`src/rtl/bcd_timekeeper_alarm.sv`:
```
// BCD HH:MM:SS.CC timekeeper with validated field loads
// and an alarm that rings until ack, disable or timeout.
module bcd_timekeeper_alarm #(
  parameter int CLK_HZ    = 50000000,
  parameter int TICK_HZ   = 100,
  parameter int RING_SECS = 60
) (
  input  logic        CLOCK_50,
  input  logic        reset_n,
  input  logic [7:0]  time_in,
  input  logic [1:0]  field_sel,
  input  logic        load_time,
  input  logic        load_alarm,
  input  logic        alarm_en,
  input  logic        alarm_ack,
  output logic [31:0] time_out,
  output logic [31:0] alarm_out,
  output logic        alarm_sound,
  output logic        tick,
  output logic        load_err
);

  localparam int DIV = CLK_HZ / TICK_HZ;
  localparam int PW  = (DIV > 1) ? $clog2(DIV) : 1;
  localparam logic [PW-1:0] PMAX = PW'(DIV - 1);
  localparam int RW  = (RING_SECS > 0) ? $clog2(RING_SECS + 1) : 1;
  localparam logic [RW-1:0] RLIM = RW'(RING_SECS);

  typedef enum logic {IDLE, RINGING} state_t;

  state_t        state;
  logic [PW-1:0] presc;
  logic [RW-1:0] ring_cnt;

  logic        tick_cyc;
  logic        valid;
  logic [7:0]  lim;
  logic        ld_t_ok;
  logic        ld_a_ok;
  logic        ld_bad;
  logic        inc_en;
  logic        c_cc, c_ss, c_mm, c_hh;
  logic [7:0]  n_cc, n_ss, n_mm, n_hh;
  logic [31:0] time_nx;
  logic        match;

  // Returns {carry, next} for a two-digit BCD field wrapping at top.
  function automatic logic [8:0] bcd_inc(input logic [7:0] v,
                                         input logic [7:0] top);
    if (v == top) return 9'h100;
    if (v[3:0] == 4'd9) return {1'b0, v[7:4] + 4'd1, 4'd0};
    return {1'b0, v[7:4], v[3:0] + 4'd1};
  endfunction

  // Per-field upper bound and load validation.
  always_comb begin
    lim = 8'h99;
    unique case (field_sel)
      2'd0: lim = 8'h99;
      2'd1: lim = 8'h59;
      2'd2: lim = 8'h59;
      2'd3: lim = 8'h23;
    endcase
    valid   = (time_in[7:4] <= 4'd9) && (time_in[3:0] <= 4'd9) &&
              (time_in <= lim);
    ld_t_ok = load_time && valid;
    ld_a_ok = load_alarm && valid;
    ld_bad  = (load_time || load_alarm) && !valid;
  end

  assign tick_cyc = (presc == PMAX);
  assign inc_en   = tick_cyc && !ld_t_ok;

  // BCD cascade CC -> SS -> MM -> HH.
  always_comb begin
    {c_cc, n_cc} = bcd_inc(time_out[7:0], 8'h99);
    {c_ss, n_ss} = c_cc ? bcd_inc(time_out[15:8], 8'h59)
                        : {1'b0, time_out[15:8]};
    {c_mm, n_mm} = c_ss ? bcd_inc(time_out[23:16], 8'h59)
                        : {1'b0, time_out[23:16]};
    {c_hh, n_hh} = c_mm ? bcd_inc(time_out[31:24], 8'h23)
                        : {1'b0, time_out[31:24]};
    time_nx = {n_hh, n_mm, n_ss, n_cc};
  end

  assign match = alarm_en && inc_en && c_cc &&
                 (time_nx[31:8] == alarm_out[31:8]);

  // Prescaler, time/alarm registers, tick and load_err pulses.
  always_ff @(posedge CLOCK_50 or negedge reset_n) begin
    if (!reset_n) begin
      presc     <= '0;
      time_out  <= '0;
      alarm_out <= '0;
      tick      <= 1'b0;
      load_err  <= 1'b0;
    end else begin
      tick     <= inc_en;
      load_err <= ld_bad;
      if (ld_t_ok || tick_cyc) presc <= '0;
      else presc <= presc + 1'b1;
      if (ld_t_ok) time_out[{field_sel, 3'b000} +: 8] <= time_in;
      else if (inc_en) time_out <= time_nx;
      if (ld_a_ok) alarm_out[{field_sel, 3'b000} +: 8] <= time_in;
    end
  end

  // Alarm FSM with registered sound output and ring-seconds counter.
  always_ff @(posedge CLOCK_50 or negedge reset_n) begin
    if (!reset_n) begin
      state       <= IDLE;
      alarm_sound <= 1'b0;
      ring_cnt    <= '0;
    end else begin
      unique case (state)
        IDLE: begin
          ring_cnt <= '0;
          if (match) begin
            state       <= RINGING;
            alarm_sound <= 1'b1;
          end
        end
        RINGING: begin
          if (alarm_ack || !alarm_en) begin
            state       <= IDLE;
            alarm_sound <= 1'b0;
            ring_cnt    <= '0;
          end else if (RING_SECS != 0 && inc_en && c_cc) begin
            if (ring_cnt + 1'b1 == RLIM) begin
              state       <= IDLE;
              alarm_sound <= 1'b0;
              ring_cnt    <= '0;
            end else begin
              ring_cnt <= ring_cnt + 1'b1;
            end
          end
        end
      endcase
    end
  end

endmodule

```
`config.mk`:
```
export PLATFORM = sky130hd
export DESIGN_NAME = bcd_timekeeper_alarm
export DESIGN_NICKNAME = d
export VERILOG_FILES = /design/src/rtl/bcd_timekeeper_alarm.sv
export SDC_FILE = /design/constraint.sdc
export NUM_CORES = 1
export LEC_CHECK = 0
export CAP_MARGIN = 10
export CORE_ASPECT_RATIO = 1.75
export CORE_MARGIN = 4
export CORE_UTILIZATION = 30
export CTS_BUF_LIST = sky130_fd_sc_hd__clkbuf_8
export CTS_CLUSTER_DIAMETER = 120
export DETAILED_ROUTE_END_ITERATION = 8
export GPL_TIMING_DRIVEN = 0
export PLACE_DENSITY = 0.53
export SLEW_MARGIN = 20
export SYNTH_ARGS = -nofsm -noshare
export SYNTH_HDL_FRONTEND = slang
export SYNTH_SLANG_ARGS = --single-unit
```
`constraint.sdc`:
```
create_clock -name CLOCK_50 -period 4.7 [get_ports CLOCK_50]
set_input_delay 0.705 -clock CLOCK_50 [delete_from_list [all_inputs] [get_ports CLOCK_50]]
set_output_delay 0.705 -clock CLOCK_50 [all_outputs]
set_load 0.05 [all_outputs]
```
==> results of run 1 <==
[worst register-to-register path, stage by stage, from the launching register on]
cell      delay [ps]
dfrtp_1          580
ha_1             270
nand3b_1         190
nor4_4           760
nand3_2          160
mux2_4           350
xor2_1           150
nor3_2           250
nand4_1          200
nand2_1          110
[layer usage]
metal | share of wire (%) | wire length, µm
met1 | 36 | 7210
met3 | 3.6 | 725
met5 | 0 | 0
met2 | 57 | 11400
met4 | 3.9 | 775
[flip-flops by register name, summed over array words and instances, names as in the netlist]
name,flops
presc,19
tick,1
alarm_sound,1
time_out,32
load_err,1
state,1
alarm_out,32
ring_cnt,6
[metrics by stage]
stage                     total power, mW  instances  hold WS (ps)
after floorplan                      1.86        675           409
after detailed placement             2.28        999           473
after CTS                            2.88       1015           251
after global placement               2.27        998           467
final                                2.85       1015           242
after global routing                 3.02       1015           283
[cell type report]
class                      count  area share, %
tap                          245           4.18
buffer                        27           1.79
clock buffer                  10           1.88
sequential                    93           31.7
clock inverter                 6          0.938
inverter                      22           1.13
multi-input combinational    533           47.3
timing repair buffer          79           11.0
[cells by family (layout without fill, tap and decap cells)]
group	Yosys count	in the layout	share of synthesized area, %
AO/OA/AOI/OAI	175	175	19.2
XOR/XNOR	42	42	6.12
adder cells (fa/ha/maj)	29	29	6.03
buffers and inverters	49	144	3.56
flip-flops	93	93	38.7
multiplexers	15	15	2.66
AND/OR/NAND/NOR	272	272	23.7
[cells in the final DEF (no fill, tap or decap), drive strengths merged, types with 9 or more instances in the layout]
| master | Yosys | routed |
|---|---|---|
| nor3 | 18 | 18 |
| clkdlybuf4s50 | 0 | 77 |
| clkbuf | 10 | 20 |
| nand3 | 29 | 29 |
| a31oi | 13 | 13 |
| buf | 17 | 19 |
| nand4 | 9 | 9 |
| inv | 22 | 25 |
| xnor2 | 22 | 22 |
| a21oi | 43 | 43 |
| mux2i | 13 | 13 |
| nor4 | 9 | 9 |
| and3 | 11 | 11 |
| a22o | 9 | 9 |
| o21ai | 57 | 57 |
| dfrtp | 93 | 93 |
| nor2 | 58 | 58 |
| ha | 29 | 29 |
| nand2 | 93 | 93 |
| xor2 | 20 | 20 |
[worst max path at each step]
stage | from | cells past startpoint | to | slack (ps)
after floorplan | field_sel[0] | 13 | time_out[8] | 1570
after global placement | reset_n | 1 | time_out[26] | -910
after detailed placement | field_sel[0] | 14 | alarm_out[14] | 330
after CTS | field_sel[0] | 14 | alarm_out[14] | 740
after global routing | field_sel[0] | 14 | alarm_out[14] | 500
final | field_sel[0] | 14 | alarm_out[14] | 700
[power breakdown]
group / switching [mW] / internal, mW
Clock: 0.328 / 0.266
Combinational: 0.725 / 0.426
Sequential: 0.192 / 0.917
Total: 1.25 / 1.61
==> qor.txt, run 1 <==
Worst min-delay path class - primary input to async pin
Crit Path Category - primary input to register
Die X - 115 µm
Worst stage delay on the critical path - 620 ps
Final core occ - 37.2%
Post-synth ARST share - 100%
Largest net degree at the start of global routing - 49
Number of antenna diodes - 0
Skew-Pair Late Insertion Delay - 400 ps
# resized after CTS - 0
Reg area - 2330 µm²
Post-synthesis sequential area ratio - 38.7%
Slew @ Worst Pin - 858 ps
Worst Setup Start Kind - primary input
Overflow after GRT - 0
Synth area leader - dfrtp_1
Critical path buffers and inverters - 4
DR vias/cell - 5.37
Total Wirelength - 20100 µm
Max-slew violation count - 0
CTS Sinks - 93
DR WL/cell - 19.8 µm
DR pass1 iterations - 4
Area after DPL - 7130 µm²
Worst Slack Setup Final - 697 ps
Final Skew - 22.6 ps
Hold Violations, Final - 0
Synth Register Bits - 93
Final setup vio count - 0
Status - completed
Max cap viols - 0
Worst slack, placed - 326 ps
Drt initial violations - 243
Initial antenna violation count - 0
Setup bufs post-CTS - 0
Synth cell types - 78
Core ar. - 19700 µm²
Layout fillers - 2086
Max_slew headroom - 42.4%
Synth top area share - 38.7%
Footprint of the multi-input gates - 3470 µm²
Reg2Reg Setup Slack - 1640 ps
Cells after Synth - 675
Die Span Y - 195 µm
DRT antenna net count - 0
Met2 usage - 34.6%
Hold buffers post-CTS - 0
Synth top cells by count - 93 x dfrtp_1, 90 x nand2_1, 57 x nor2_1, 53 x o21ai_0, 41 x a21oi_1
Die area - 22500 µm²
Max H-tree Level - 3
Largest cells by area after synthesis - dfrtp_1 39%, ha_1 6.0%, nand2_1 5.6%
DRC violations left - 0
Vias in the first global route - 5632
Reg2Reg Depth - 9
CTS tree - yes
Min Tclk post-route - 4000 ps
Worst path slowest cell - clkdlybuf4s50_1
Vias - 5446
Final net count - 810
Worst path top cell family by delay - simple AND/OR/NAND/NOR gates
Post-synth EDFFs - 0
Main synth FF type - dfrtp_1
Pleak - 3.05 nW
P&R area growth vs syn - 22.0%
Gpl congestion - 0.903
Setup tns final - 0 ps
GRT Util Overall - 18.4%
Rows - 68
Period utilization - 85.2%
RSZ-0062 raised after global routing - false
Port Buffers - 78
Cell Pwr Density - 389 nW/µm²
Syn avg cell area - 8.91 µm²
First-pass GRT wire length - 32100 µm
Netlist Area Pre-Place - 6010 µm²
Setup crit end kind - register
Worst Path Required - 4950 ps
Fin area - 7340 µm²
Crit-path cells - clkdlybuf4s50_1, inv_1, ha_1, inv_1, ha_1, and3_1, and2_1, a2111oi_4, nor2_1, nor2b_2, nand2_1, clkbuf_1, nand2_1, o21ai_0
Share of layout cells above drive strength 1 - 8.70%
Reg clk slew, reported paths - 100 ps
Syn nets - 720
GR Util met3 - 1.89%
Total I/O pin count - 83
Global route hottest layer - met2
Maximum clock frequency - 250 MHz
CTS Root Cell - clkbuf_8
CTS buffer count - 9
Initial core utilization - 30.5%
HPWL Detailed - 15800 µm
Worst Path Max Fanout - 10
Most frequent cell after synthesis - dfrtp_1
WP data arrival - 4250 ps
Met1 Usage GRT - 19.8%
R2r endpoint - state
Warnings, synthesis - 0
Clk buf depth - 2
Max VDD drop - 0.141 mV
Worst r2r src - time_out[12]
(Power assumes the default switching activity.)
==> run 2: changes to the inputs <==
--- a/config.mk
+++ b/config.mk
@@ -12,6 +12,7 @@
 export CTS_BUF_LIST = sky130_fd_sc_hd__clkbuf_8
 export CTS_CLUSTER_DIAMETER = 120
 export DETAILED_ROUTE_END_ITERATION = 8
+export GPL_ROUTABILITY_DRIVEN = 0
 export GPL_TIMING_DRIVEN = 0
 export PLACE_DENSITY = 0.53
 export SLEW_MARGIN = 20
==> results of run 2 <==
Final layout, timing and power as in run 1 (identical DEF).
==> run 3: changes to the inputs <==
--- a/config.mk
+++ b/config.mk
@@ -7,7 +7,6 @@
 export LEC_CHECK = 0
 export CAP_MARGIN = 10
 export CORE_ASPECT_RATIO = 1.75
-export CORE_MARGIN = 4
 export CORE_UTILIZATION = 30
 export CTS_BUF_LIST = sky130_fd_sc_hd__clkbuf_8
 export CTS_CLUSTER_DIAMETER = 120
==> constraint.sdc (replaced) <==
create_clock -name CLOCK_50 -period 4.2 [get_ports CLOCK_50]
set_input_delay 0.63 -clock CLOCK_50 [delete_from_list [all_inputs] [get_ports CLOCK_50]]
set_output_delay 0.63 -clock CLOCK_50 [all_outputs]
set_load 0.05 [all_outputs]
==> run 3 against run 2 <==
  * Die area is 8.1% lower
  * First-iteration DRC count grew 9.1%
  * Register-to-register slack worse by 590 ps
  * Worst setup slack got worse by 360 ps
  * Cell count did not move
  * Flip-flop and latch count stayed put
  * Clock power grew 29%
  * Global-route usage grew 1.7 points
  * Wire length decreased by 1.9%
  * Design area grew 0.65%
  * Largest power group unchanged
  * Highest routed layer unchanged
==> qor.txt, run 3 (synthesis gave the netlist of run 1 again) <==
Worst slack, placed - -99.2 ps
Period utilization - 92.0%
Status - completed
CTS tree - yes
Slew @ Worst Pin - 853 ps
Min Hold Slack - 128 ps
Drt initial violations - 265
# resized after CTS - 0
Worst min-delay path class - primary input to async pin
Number of antenna diodes - 0
Die X - 109 µm
CTS Sinks - 93
Share of layout cells above drive strength 1 - 8.70%
Hold buffers post-CTS - 0
Gate power share - 39.0%
Initial antenna violation count - 0
Initial core utilization - 30.6%
Switching part of the total power - 41.9%
Setup crit end kind - register
Setup bufs post-CTS - 0
Max VDD drop - 0.171 mV
GRT Util Overall - 20.1%
Final Skew - 14.9 ps
Overflow after GRT - 0
Port Buffers - 78
Worst path slowest cell - clkdlybuf4s50_1
CTS buffer count - 9
Final setup vio count - 0
Total Wirelength - 19700 µm
Worst Path Required - 4450 ps
DR pass1 iterations - 4
DRT antenna net count - 0
Largest net degree at the start of global routing - 60
Core ar. - 19700 µm²
Crit Path Category - primary input to register
Vias - 5458
Vias in the first global route - 5606
Pleak - 3.08 nW
Crit-path cells - clkdlybuf4s50_1, inv_1, ha_1, inv_1, ha_1, and3_1, and2_1, a2111oi_4, nor2_1, nor2b_2, nand2_1, clkbuf_1, nand2_1, o21ai_0
Final net count - 810
P&R area growth vs syn - 22.8%
P_int - 1.92 mW
Worst Path Max Fanout - 10
Reg power frac - 37.7%
Max-slew violation count - 0
Fin cells - 1015
WP data arrival - 4120 ps
RSZ-0062 raised after global routing - false
Worst Setup Start Kind - primary input
Max_slew headroom - 42.7%
DRC violations left - 0
Clock share of power - 23.3%
Skew-Pair Late Insertion Delay - 390 ps
Cell Pwr Density - 447 nW/µm²
First-pass GRT wire length - 31000 µm
Min Tclk post-route - 3860 ps
Die area - 20600 µm²
Overall Power - 3.30 mW
CTS Root Cell - clkbuf_8
DR vias/cell - 5.38
DR WL/cell - 19.4 µm
Max H-tree Level - 3
Total I/O pin count - 83
Hold Violations, Final - 0
Largest regs - alarm_out x32, time_out x32, presc x19
Reg clk slew, reported paths - 90 ps
Clk buf depth - 2
Rows - 68
Commonest non-fill, non-tap cells in the layout - 93 x dfrtp_1, 90 x nand2_1, 77 x clkdlybuf4s50_1
Maximum clock frequency - 259 MHz
Max cap viols - 0
Die Span Y - 189 µm
Most common cell after layout, fill and taps aside - dfrtp_1
HPWL Detailed - 15500 µm
Final core occ - 37.6%
Worst Slack Setup Final - 337 ps
P_sw - 1.38 mW
Worst stage delay on the critical path - 630 ps
Placed cells - 999
-- run 3: final timing paths --
path	depth (start not counted)	end	start	slack [ps]
min	1	time_out[24]	reset_n	130
min reg2reg	1	presc[0]	presc[0]	480
max	14	alarm_out[15]	field_sel[0]	340
max reg2reg	9	state	time_out[12]	1050
min in group CLOCK_50	1	presc[0]	presc[0]	480
max in group asynchronous	2	time_out[5]	reset_n	3450
-- run 3: per-stage QoR --
stage	cell area [µm²]	setup TNS, ps
floorplan	6010	0
global placement	7100	-125720
detailed placement	7130	-601
CTS	7380	0
global route	7380	0
finish	7380	0
-- run 3: area by class of cell --
type,instances,area (µm²)
Multi-Input combinational cell,533,3470
Inverter,22,82.6
Fill cell,2021,12300
Sequential cell,93,2330
Timing Repair Buffer,79,810
Tap cell,245,307
Buffer,27,131
Clock buffer,10,138
Clock inverter,6,116
-- run 3: power by group through the flow --
| stage | clock network, mW | logic [mW] | registers [mW] |
|---|---|---|---|
| global route | 0.821 | 1.39 | 1.27 |
| detailed placement | 0 | 1.29 | 1.26 |
| floorplan | 0 | 0.515 | 1.56 |
| global placement | 0 | 1.28 | 1.26 |
| CTS | 0.795 | 1.30 | 1.24 |
| finish | 0.769 | 1.29 | 1.24 |
-- run 3: critical path, delay by kind of cell --
family                   cells  cell delay [ps]
AND/OR/NAND/NOR              6             1190
buffers and inverters        4             1160
adder cells (fa/ha/maj)      2              620
AO/OA/AOI/OAI                2              500
-- run 3: metal layers --
layer / part of all wire [%] / GRT usage, %
met1: 36 / 20.3
met2: 55 / 37.3
met3: 3.6 / 2.62
met4: 5.6 / 13.5
met5: 0 / 0
